==> src/rtl/eim_txn_ctrl_if.sv <==
// EIM pad-side and core-side signal bundle for the EIM transaction controller.
// The controller takes the slave view; the CPU/pad model and the core take the master view.
interface eim_txn_ctrl_if #(
  parameter int ADDR_W = 8
);
  logic              eim_cs0_n;
  logic              eim_lba_n;
  logic              eim_wr_n;
  logic              eim_oe_n;
  logic [7:0]        da_in;
  logic [7:0]        da_out;
  logic              da_oe_n;
  logic              eim_wait_n;
  logic              core_req;
  logic              core_we;
  logic [ADDR_W-1:0] core_addr;
  logic [7:0]        core_wdata;
  logic [7:0]        core_rdata;
  logic              core_ready;
  logic              err_pulse;

  modport slave (
    input  eim_cs0_n, eim_lba_n, eim_wr_n, eim_oe_n, da_in, core_rdata, core_ready,
    output da_out, da_oe_n, eim_wait_n, core_req, core_we, core_addr, core_wdata, err_pulse
  );

  modport master (
    output eim_cs0_n, eim_lba_n, eim_wr_n, eim_oe_n, da_in, core_rdata, core_ready,
    input  da_out, da_oe_n, eim_wait_n, core_req, core_we, core_addr, core_wdata, err_pulse
  );
endinterface

==> src/rtl/eim_txn_ctrl.sv <==
// EIM slave transaction controller: synchronises the async EIM bus, decodes address and
// read/write phases, and issues single-outstanding requests to the register/memory core.
module eim_txn_ctrl #(
  parameter int SYNC_STAGES = 2,
  parameter int ADDR_W      = 8,
  parameter int TIMEOUT     = 64
) (
  input  logic          clk,
  input  logic          rst_n,
  eim_txn_ctrl_if.slave bus
);

  typedef enum logic [2:0] {
    IDLE, ADDR, DIR, RD_REQ, RD_DRIVE, WR_DATA, WR_REQ
  } state_t;

  localparam int              CNT_W    = $clog2(TIMEOUT + 1);
  localparam logic [CNT_W-1:0] CNT_LAST = CNT_W'(TIMEOUT - 1);

  state_t state, state_next;

  logic [SYNC_STAGES-1:0] cs_sync, lba_sync, wr_sync, oe_sync;
  logic [7:0]             da_sync [SYNC_STAGES];
  logic                   lba_q, wr_q, oe_q;
  logic                   cs_s, lba_s, wr_s, oe_s;
  logic [7:0]             da_s;
  logic                   lba_fall, lba_rise, wr_fall, wr_rise, oe_fall;

  logic [CNT_W-1:0]  cnt;
  logic              core_req_q, core_we_q, err_q;
  logic [ADDR_W-1:0] core_addr_q;
  logic [7:0]        core_wdata_q, da_out_q;

  logic req_next, err_next, enter_req, ld_addr, ld_wdata, ld_rdata, ld_ff;
  logic timeout, req_done;

  // Controls idle high and data idles low so reset never fabricates a bus edge.
  always_ff @(posedge clk) begin
    if (!rst_n) begin
      cs_sync  <= '1;
      lba_sync <= '1;
      wr_sync  <= '1;
      oe_sync  <= '1;
      for (int i = 0; i < SYNC_STAGES; i++) da_sync[i] <= '0;
      lba_q <= 1'b1;
      wr_q  <= 1'b1;
      oe_q  <= 1'b1;
    end else begin
      cs_sync  <= {cs_sync[SYNC_STAGES-2:0],  bus.eim_cs0_n};
      lba_sync <= {lba_sync[SYNC_STAGES-2:0], bus.eim_lba_n};
      wr_sync  <= {wr_sync[SYNC_STAGES-2:0],  bus.eim_wr_n};
      oe_sync  <= {oe_sync[SYNC_STAGES-2:0],  bus.eim_oe_n};
      da_sync[0] <= bus.da_in;
      for (int i = 1; i < SYNC_STAGES; i++) da_sync[i] <= da_sync[i-1];
      lba_q <= lba_s;
      wr_q  <= wr_s;
      oe_q  <= oe_s;
    end
  end

  assign cs_s  = cs_sync[SYNC_STAGES-1];
  assign lba_s = lba_sync[SYNC_STAGES-1];
  assign wr_s  = wr_sync[SYNC_STAGES-1];
  assign oe_s  = oe_sync[SYNC_STAGES-1];
  assign da_s  = da_sync[SYNC_STAGES-1];

  assign lba_fall = lba_q & ~lba_s;
  assign lba_rise = ~lba_q & lba_s;
  assign wr_fall  = wr_q & ~wr_s;
  assign wr_rise  = ~wr_q & wr_s;
  assign oe_fall  = oe_q & ~oe_s;

  // A ready arriving on the last allowed cycle wins over the timeout.
  assign timeout  = core_req_q && (cnt == CNT_LAST) && !bus.core_ready;
  assign req_done = core_req_q && (bus.core_ready || timeout);

  always_comb begin
    state_next = state;
    req_next   = 1'b0;
    err_next   = 1'b0;
    enter_req  = 1'b0;
    ld_addr    = 1'b0;
    ld_wdata   = 1'b0;
    ld_rdata   = 1'b0;
    ld_ff      = 1'b0;
    case (state)
      IDLE: begin
        if (!cs_s && lba_fall) begin
          ld_addr    = 1'b1;
          state_next = ADDR;
        end
      end
      ADDR: begin
        if (cs_s)          state_next = IDLE;
        else if (lba_rise) state_next = DIR;
      end
      DIR: begin
        if (cs_s) begin
          state_next = IDLE;
        end else if (oe_fall && wr_fall) begin
          err_next   = 1'b1;
          state_next = IDLE;
        end else if (oe_fall) begin
          enter_req  = 1'b1;
          state_next = RD_REQ;
        end else if (wr_fall) begin
          state_next = WR_DATA;
        end
      end
      WR_DATA: begin
        if (cs_s) begin
          state_next = IDLE;
        end else if (wr_rise) begin
          ld_wdata   = 1'b1;
          enter_req  = 1'b1;
          state_next = WR_REQ;
        end
      end
      // Once the core has been asked, the handshake always completes even if cs drops.
      RD_REQ: begin
        if (req_done) begin
          ld_rdata   = bus.core_ready;
          ld_ff      = !bus.core_ready;
          err_next   = !bus.core_ready;
          state_next = cs_s ? IDLE : RD_DRIVE;
        end else begin
          req_next = 1'b1;
        end
      end
      RD_DRIVE: begin
        if (cs_s || oe_s) state_next = IDLE;
      end
      WR_REQ: begin
        if (req_done) begin
          err_next   = !bus.core_ready;
          state_next = IDLE;
        end else begin
          req_next = 1'b1;
        end
      end
      default: state_next = IDLE;
    endcase
  end

  always_ff @(posedge clk) begin
    if (!rst_n) begin
      state        <= IDLE;
      core_req_q   <= 1'b0;
      core_we_q    <= 1'b0;
      core_addr_q  <= '0;
      core_wdata_q <= '0;
      da_out_q     <= '0;
      err_q        <= 1'b0;
      cnt          <= '0;
    end else begin
      state      <= state_next;
      core_req_q <= req_next;
      err_q      <= err_next;
      if (ld_addr)  core_addr_q  <= da_s[ADDR_W-1:0];
      if (ld_wdata) core_wdata_q <= da_s;
      if (ld_rdata)   da_out_q <= bus.core_rdata;
      else if (ld_ff) da_out_q <= 8'hFF;
      if (enter_req) begin
        cnt       <= '0;
        core_we_q <= (state == WR_DATA);
      end else if (core_req_q) begin
        cnt <= cnt + 1'b1;
      end
    end
  end

  // Pad drive is gated by the live synced oe/cs so it can never outlast either strobe.
  assign bus.da_oe_n    = !((state == RD_DRIVE) && !oe_s && !cs_s);
  assign bus.eim_wait_n = !((state == RD_REQ) || (state == WR_REQ));
  assign bus.da_out     = da_out_q;
  assign bus.core_req   = core_req_q;
  assign bus.core_we    = core_we_q;
  assign bus.core_addr  = core_addr_q;
  assign bus.core_wdata = core_wdata_q;
  assign bus.err_pulse  = err_q;

endmodule

==> src/flat_wrapper.sv <==
// flat-port wrapper written by rule: the top's interface ports become plain ports
module eim_txn_ctrl_flat 
#(
  parameter int SYNC_STAGES = 2,
  parameter int ADDR_W      = 8,
  parameter int TIMEOUT     = 64
)
  (clk, rst_n, bus_eim_cs0_n, bus_eim_lba_n, bus_eim_wr_n, bus_eim_oe_n, bus_da_in, bus_core_rdata, bus_core_ready, bus_da_out, bus_da_oe_n, bus_eim_wait_n, bus_core_req, bus_core_we, bus_core_addr, bus_core_wdata, bus_err_pulse);
  eim_txn_ctrl_if #(.ADDR_W(ADDR_W)) bus_i ();
  input  logic clk;
  input  logic rst_n;
  input wire logic [$bits(bus_i.eim_cs0_n)-1:0] bus_eim_cs0_n;
  input wire logic [$bits(bus_i.eim_lba_n)-1:0] bus_eim_lba_n;
  input wire logic [$bits(bus_i.eim_wr_n)-1:0] bus_eim_wr_n;
  input wire logic [$bits(bus_i.eim_oe_n)-1:0] bus_eim_oe_n;
  input wire logic [$bits(bus_i.da_in)-1:0] bus_da_in;
  input wire logic [$bits(bus_i.core_rdata)-1:0] bus_core_rdata;
  input wire logic [$bits(bus_i.core_ready)-1:0] bus_core_ready;
  output wire logic [$bits(bus_i.da_out)-1:0] bus_da_out;
  output wire logic [$bits(bus_i.da_oe_n)-1:0] bus_da_oe_n;
  output wire logic [$bits(bus_i.eim_wait_n)-1:0] bus_eim_wait_n;
  output wire logic [$bits(bus_i.core_req)-1:0] bus_core_req;
  output wire logic [$bits(bus_i.core_we)-1:0] bus_core_we;
  output wire logic [$bits(bus_i.core_addr)-1:0] bus_core_addr;
  output wire logic [$bits(bus_i.core_wdata)-1:0] bus_core_wdata;
  output wire logic [$bits(bus_i.err_pulse)-1:0] bus_err_pulse;
  assign bus_i.eim_cs0_n = bus_eim_cs0_n;
  assign bus_i.eim_lba_n = bus_eim_lba_n;
  assign bus_i.eim_wr_n = bus_eim_wr_n;
  assign bus_i.eim_oe_n = bus_eim_oe_n;
  assign bus_i.da_in = bus_da_in;
  assign bus_i.core_rdata = bus_core_rdata;
  assign bus_i.core_ready = bus_core_ready;
  assign bus_da_out = bus_i.da_out;
  assign bus_da_oe_n = bus_i.da_oe_n;
  assign bus_eim_wait_n = bus_i.eim_wait_n;
  assign bus_core_req = bus_i.core_req;
  assign bus_core_we = bus_i.core_we;
  assign bus_core_addr = bus_i.core_addr;
  assign bus_core_wdata = bus_i.core_wdata;
  assign bus_err_pulse = bus_i.err_pulse;
  eim_txn_ctrl #(.SYNC_STAGES(SYNC_STAGES), .ADDR_W(ADDR_W), .TIMEOUT(TIMEOUT)) u_core (.clk(clk), .rst_n(rst_n), .bus(bus_i));
endmodule
==> config.mk <==
export PLATFORM = sky130hd
export DESIGN_NAME = eim_txn_ctrl_flat
export DESIGN_NICKNAME = d
export VERILOG_FILES = /design/src/rtl/eim_txn_ctrl_if.sv /design/src/rtl/eim_txn_ctrl.sv /design/src/flat_wrapper.sv
export SDC_FILE = /design/constraint.sdc
export NUM_CORES = 1
export LEC_CHECK = 0
export CAP_MARGIN = 20
export CORE_UTILIZATION = 52
export CTS_BUF_LIST = sky130_fd_sc_hd__clkbuf_4
export DETAILED_ROUTE_END_ITERATION = 16
export HOLD_SLACK_MARGIN = 0.12
export MAX_ROUTING_LAYER = met4
export PLACE_DENSITY = 0.81
export SLEW_MARGIN = 25
export SYNTH_ARGS = -nofsm -noshare
export SYNTH_HDL_FRONTEND = slang
export SYNTH_SLANG_ARGS = --single-unit
==> constraint.sdc <==
create_clock -name clk -period 1.88 [get_ports clk]
set_input_delay 0.282 -clock clk [delete_from_list [all_inputs] [get_ports clk]]
set_output_delay 0.282 -clock clk [all_outputs]
set_load 0.005 [all_outputs]
==> results.sh, run 1 <==
export IMPL_mostFrequentLayoutCell="dfxtp_1"
export IMPL_rows=24
export IMPL_synth_mux_area_frac=0.0813
export IMPL_cts_tree="yes"
export IMPL_io_pins=52
export IMPL_netlist_area_sq_um=2340
export IMPL_gp_congestion=0.819
export IMPL_fmax_ghz=0.558
export IMPL_core_sq_um=4350
export IMPL_die_height_microns=69.1
export IMPL_vias=1711
export IMPL_finClkSkew_ns=0.0158
export IMPL_dp_cells=320
export IMPL_syn_avg_cell_area_sq_um=10.6
export IMPL_die_w_microns=69.1
export IMPL_fin_nets=303
export IMPL_synth_compound_gate_area_share=0.0898
export IMPL_finalSetupViolCount=0
export IMPL_critical_path_class="flop to flop"
export IMPL_antenna_found_initial=0
export IMPL_power_density_nw_per_um2=877
export IMPL_h_tree_depth=3
export IMPL_worstPathArrival_ns=2.14
export IMPL_critPathMaxStageDelay_ns=0.42
export IMPL_drcViolationCount=0
export IMPL_die_area_sq_um=4770
export IMPL_worst_ep_required_time_ns=2.23
export IMPL_ys_warn_count=0
export IMPL_synth_simple_area_share=0.217
export IMPL_root_buffer="clkbuf_4"
export IMPL_synth_fa_ha_area_frac=0.00535
export IMPL_final_cell_mix="dfxtp_1 (58), clkdlybuf4s50_1 (49), nor2_1 (28), mux2i_1 (19), and2_1 (17)"
export IMPL_max_slew_margin_rel=0.746
export IMPL_synth_seq_cells=64
export IMPL_synth_top_family_by_area="simple AND/OR/NAND/NOR gates"
export IMPL_rsz0062_at_grt="no"
export IMPL_power_leakage_nw=1.28
export IMPL_synth_async_sr_flop_share=0
export IMPL_synth_ff_type="dfxtp_1"
export IMPL_cp_start_kind="flop"
export IMPL_grt_pass1_vias=1646
export IMPL_max_clock_path_buffers=2
export IMPL_wl_met1_microns=2010
export IMPL_drt_pass1_iterations=4
export IMPL_clock_sinks=64
export IMPL_antenna_left=0
export IMPL_hpwl_microns=3070
export IMPL_ff2ff_setup_slack_ns=0.09
export IMPL_cap_violations=0
export IMPL_synthToLayoutAreaGrowth_pct=32.6
export IMPL_start_util=0.537
export IMPL_clkTransAtPathRegs_ns=0.10
export IMPL_postCtsHoldBufs=0
export IMPL_grt_pass1_wl_microns=7490
export IMPL_stdcell_count=336
export IMPL_drive_gt1_frac=0.169
export IMPL_fin_setup_tns_ns=0
export IMPL_met2WireLength_microns=2050
export IMPL_post_cts_buffers=0
export IMPL_path_cells="ha_2, nand3_2, or3_4, a211oi_4, o221a_2"
export IMPL_ir_drop_v=0.000775
export IMPL_slew_violations=0
export IMPL_netlist_instances=220
export IMPL_ys_types=42
export IMPL_cp_top_family="compound AO/OA/AOI/OAI gates"
export IMPL_overflow=0
export IMPL_period_minus_slack_ns=1.79
export IMPL_synth_xor_area_share=0.0262
export IMPL_worst_path_max_fanout=8
export IMPL_fillCellCount=322
export IMPL_clk_latency_ns=0.39
export IMPL_routed_wirelength_microns=4390
export IMPL_path_buf_inv=0
export IMPL_wire_per_inst_microns=13.1
export IMPL_grt_usage=0.208
export IMPL_synthesis_nets=244
export IMPL_num_antenna_cells=0
export IMPL_via_per_inst=5.09
export IMPL_cp_end_kind="flop"
export IMPL_portBuffers=51
export IMPL_drtIter0Drc=97
export IMPL_hold_violations=0
export IMPL_postLayoutCoreUtil=0.712
export IMPL_synth_edff_count=0
export IMPL_worst_pin_slew_ns=0.379
export IMPL_yosysSeqAreaShare=0.548
export IMPL_min_period_over_period=0.953
export IMPL_status="finished clean"
export IMPL_cts_buffers=9
export IMPL_critPathSlowestCell="or3_4"
export IMPL_route_met3_wl_microns=218
export IMPL_hp_class="flop to flop"
export IMPL_grt_max_degree=19
export IMPL_highest_layer="met4"
-- state kept, by name, indices dropped and copies added, names as in the netlist --
signal	flops
u_core.bus.err_pulse	1
u_core.bus.core_we	1
u_core.oe_sync	2
u_core.bus.core_wdata	8
u_core.bus.core_addr	8
u_core.cnt	7
u_core.da_sync	16
u_core.cs_sync	2
u_core.wr_q	1
u_core.state	3
u_core.bus.core_req	1
u_core.wr_sync	2
u_core.bus.da_out	8
u_core.oe_q	1
u_core.lba_q	1
u_core.lba_sync	2
-- final timing paths --
kind | cells past startpoint | start | endpoint
worst max register to register | 5 | u_core.cnt[0] | u_core.bus.da_out[1]
worst min-delay path | 1 | u_core.lba_sync[0] | u_core.lba_sync[1]
worst max-delay path | 5 | u_core.cnt[0] | u_core.bus.da_out[1]
worst min register to register | 1 | u_core.lba_sync[0] | u_core.lba_sync[1]
-- layout make-up --
cell class              count  area, sq um  share of cell area
well taps                  52         65.1              0.0210
repair buffers             61          587               0.189
clock inverters             4         68.8              0.0222
flip-flops and latches     64         1300               0.418
inverters                   2         7.51             0.00242
clock buffers              12         90.1              0.0290
multi-input cells         141          987               0.318
-- stage by stage --
step / hold WS, ns / power [W] / instance area (sq um) / setup slack [ns]
2_1_floorplan: 0.383 / 0.00162 / 2340 / 0.239
3_3_place_gp: 0.388 / 0.00171 / 2920 / 0.115
3_5_place_dp: 0.394 / 0.00172 / 2920 / 0.0955
4_1_cts: 0.415 / 0.00273 / 3090 / 0.0234
5_1_grt: 0.429 / 0.00285 / 3100 / 0.0181
6_report: 0.412 / 0.00272 / 3100 / 0.0891
-- logic make-up (layout without fill, tap and decap cells) --
logic type | after synthesis | after routing
compound gates | 24 | 24
flops | 64 | 64
simple gates | 90 | 90
fa+ha+maj | 1 | 1
mux | 19 | 19
buf+inv | 15 | 79
xor+xnor | 7 | 7
-- Yosys cell counts (3+ instances only) --
cell type / count / area, sq um
nand2_1: 10 / 37.5
mux2i_1: 19 / 190
o221a_2: 8 / 90.1
nor2_1: 29 / 109
a21oi_1: 3 / 15.0
xor2_1: 5 / 43.8
o21ai_0: 4 / 20.0
nor2b_1: 3 / 18.8
nand3_1: 3 / 15.0
nand2b_1: 14 / 87.6
buf_2: 4 / 20.0
dfxtp_1: 64 / 1280
clkbuf_1: 5 / 18.8
and2_1: 17 / 106
-- repair_timing --
item,4_1_cts,5_1_grt
pin swaps,0,2
endpoints found under the setup margin,2,2
gates resized for setup,6,7
-- power breakdown --
part / switching [W] / total [W] / internal, W
Clock: 0.000447 / 0.00103 / 0.000580
Combinational: 0.0000947 / 0.000241 / 0.000147
Sequential: 0.0000502 / 0.00145 / 0.00140
-- per-layer routing --
layer / vias to the layer above / global-route usage
li1: 872 / -
met1: 792 / 0.243
met2: 38 / 0.311
met3: 9 / 0.0673
met4: 0 / 0.125
met5: - / -
(Power assumes the default switching activity.)
==> run 2: changes to the inputs <==
Settings changed: CORE_MARGIN set to 4, PLACE_DENSITY 0.81 to 0.82.
==> results.sh, run 2 (synthesis results as in run 1) <==
export IMPL_wl_met1_microns=1940
export IMPL_route_met3_wl_microns=261
export IMPL_largest_register="u_core.da_sync"
export IMPL_holdPathEnd="u_core.lba_sync[1]"
export IMPL_rsz0062_at_grt="no"
export IMPL_min_from="u_core.lba_sync[0]"
export IMPL_grt_usage=0.177
export IMPL_drive_gt1_frac=0.183
export IMPL_root_buffer="clkbuf_4"
export IMPL_mostFrequentLayoutCell="dfxtp_1"
export IMPL_max_slew_margin_rel=0.777
export IMPL_power_density_nw_per_um2=835
export IMPL_io_pins=52
export IMPL_r2r_start="u_core.cnt[0]"
export IMPL_final_cell_area_sq_um=3130
export IMPL_cap_violations=0
export IMPL_cts_tree="yes"
export IMPL_largest_reg_flops=16
export IMPL_setup_ws_ns=0.0781
export IMPL_worst_ep_required_time_ns=2.21
export IMPL_min_period_over_period=0.958
export IMPL_hold_violations=0
export IMPL_whs_ns=0.414
export IMPL_postCtsHoldBufs=0
export IMPL_worst_pin_slew_ns=0.334
export IMPL_drcViolationCount=0
export IMPL_worst_path_max_fanout=4
export IMPL_rows=24
export IMPL_cts_buffers=9
export IMPL_finalSetupViolCount=0
export IMPL_r2r_end="u_core.state[2]"
export IMPL_portBuffers=51
export IMPL_clk_latency_ns=0.40
export IMPL_h_tree_depth=3
export IMPL_fin_setup_tns_ns=0
export IMPL_drt_pass1_iterations=4
export IMPL_grt_pass1_vias=1577
export IMPL_status="finished clean"
export IMPL_num_antenna_cells=0
export IMPL_antenna_found_initial=0
export IMPL_core_sq_um=4350
export IMPL_fin_nets=309
export IMPL_vias=1728
export IMPL_die_height_microns=75.1
export IMPL_routed_wirelength_microns=4490
export IMPL_fmax_ghz=0.555
export IMPL_critical_path_class="flop to flop"
export IMPL_antenna_left=0
export IMPL_die_w_microns=75.1
export IMPL_min_path_cells=1
export IMPL_wire_per_inst_microns=13.1
export IMPL_ff2ff_setup_slack_ns=0.08
export IMPL_final_cell_mix="dfxtp_1 (60), clkdlybuf4s50_1 (50), nor2_1 (28), mux2i_1 (19), and2_1 (17)"
export IMPL_hpwl_microns=3040
export IMPL_worstPathArrival_ns=2.13
export IMPL_synthToLayoutAreaGrowth_pct=33.9
export IMPL_highest_layer="met4"
export IMPL_ir_drop_v=0.000460
export IMPL_clock_sinks=64
export IMPL_drtIter0Drc=93
export IMPL_cp_start_kind="flop"
export IMPL_reg2regPathDepth=6
export IMPL_cp_end_kind="flop"
export IMPL_slew_violations=0
export IMPL_gp_congestion=0.803
export IMPL_dp_slack_ns=0.120
export IMPL_overflow=0
export IMPL_finClkSkew_ns=0.0120
export IMPL_grt_max_degree=19
export IMPL_die_area_sq_um=5640
export IMPL_period_minus_slack_ns=1.80
export IMPL_start_util=0.537
export IMPL_postLayoutCoreUtil=0.719
export IMPL_via_per_inst=5.05
export IMPL_grt_pass1_wl_microns=7110
export IMPL_power_leakage_nw=1.29
export IMPL_max_clock_path_buffers=2
export IMPL_hp_class="flop to flop"
export IMPL_clkTransAtPathRegs_ns=0.10
export IMPL_met2WireLength_microns=2170
export IMPL_postPlaceCellArea_sq_um=2930
==> run 2: cell count changes in the layout (fill, tap and decap cells not counted), moves of 2 or more <==
cell,change
buf_4,+6
clkbuf_4,-3
clkinv_4,+2
clkinvlp_4,+2
dfxtp_1,+2
dfxtp_2,-2
==> run 2: repair_timing <==
item,CTS,global route
pin swaps,0,1
setup endpoints to repair,2,6
buffers inserted,1,4
gates resized for setup,6,4
==> run 2: worst max path at each step <==
stage | startpoint | end | slack, ns | cells after the start
2_1_floorplan | u_core.cnt[0] | u_core.state[0] | 0.24 | 6
3_3_place_gp | u_core.cnt[0] | u_core.bus.da_out[5] | 0.17 | 5
3_5_place_dp | u_core.cnt[0] | u_core.bus.da_out[7] | 0.12 | 5
4_1_cts | u_core.state[2] | bus_eim_wait_n | 0.004 | 3
5_1_grt | u_core.cnt[0] | u_core.state[0] | 0.006 | 6
6_report | u_core.cnt[0] | u_core.state[2] | 0.08 | 6
==> run 2: area by class of cell <==
type	instances	area [sq um]
Sequential cell	64	1290
Fill cell	327	1220
Multi-Input combinational cell	141	992
Timing Repair Buffer	67	633
Clock inverter	7	72.6
Clock buffer	9	67.6
Tap cell	52	65.1
Inverter	2	7.51
==> run 2: worst max-delay path, stage by stage, from the launching register on <==
cell and delay [ns]:
dfxtp_1 0.38, ha_1 0.23, nand3_2 0.09, or3_4 0.41, and3b_1 0.22, nor3_2 0.20
mux2i_1 0.21
==> run 2: report_power, final <==
group	switching [W]	internal, W
clock	0.000499	0.000404
combinational	0.000108	0.000160
sequential	0.0000425	0.00140
total	0.000649	0.00197
==> run 2: per-stage QoR <==
step | std cells | total power [W]
after floorplan | 220 | 0.00162
after global placement | 321 | 0.00171
after detailed placement | 321 | 0.00172
after CTS | 338 | 0.00262
after global routing | 342 | 0.00273
final | 342 | 0.00261
==> run 2: layer usage <==
layer	vias to the layer above	track usage
li1	878	-
met1	800	0.204
met2	41	0.273
met3	9	0.0414
met4	0	0.119
met5	-	-
==> run 3: changes to the inputs <==
Settings changed: HOLD_SLACK_MARGIN 0.12 to 0.08.
==> results of run 3 <==
Final layout, timing and power as in run 2 (identical DEF).
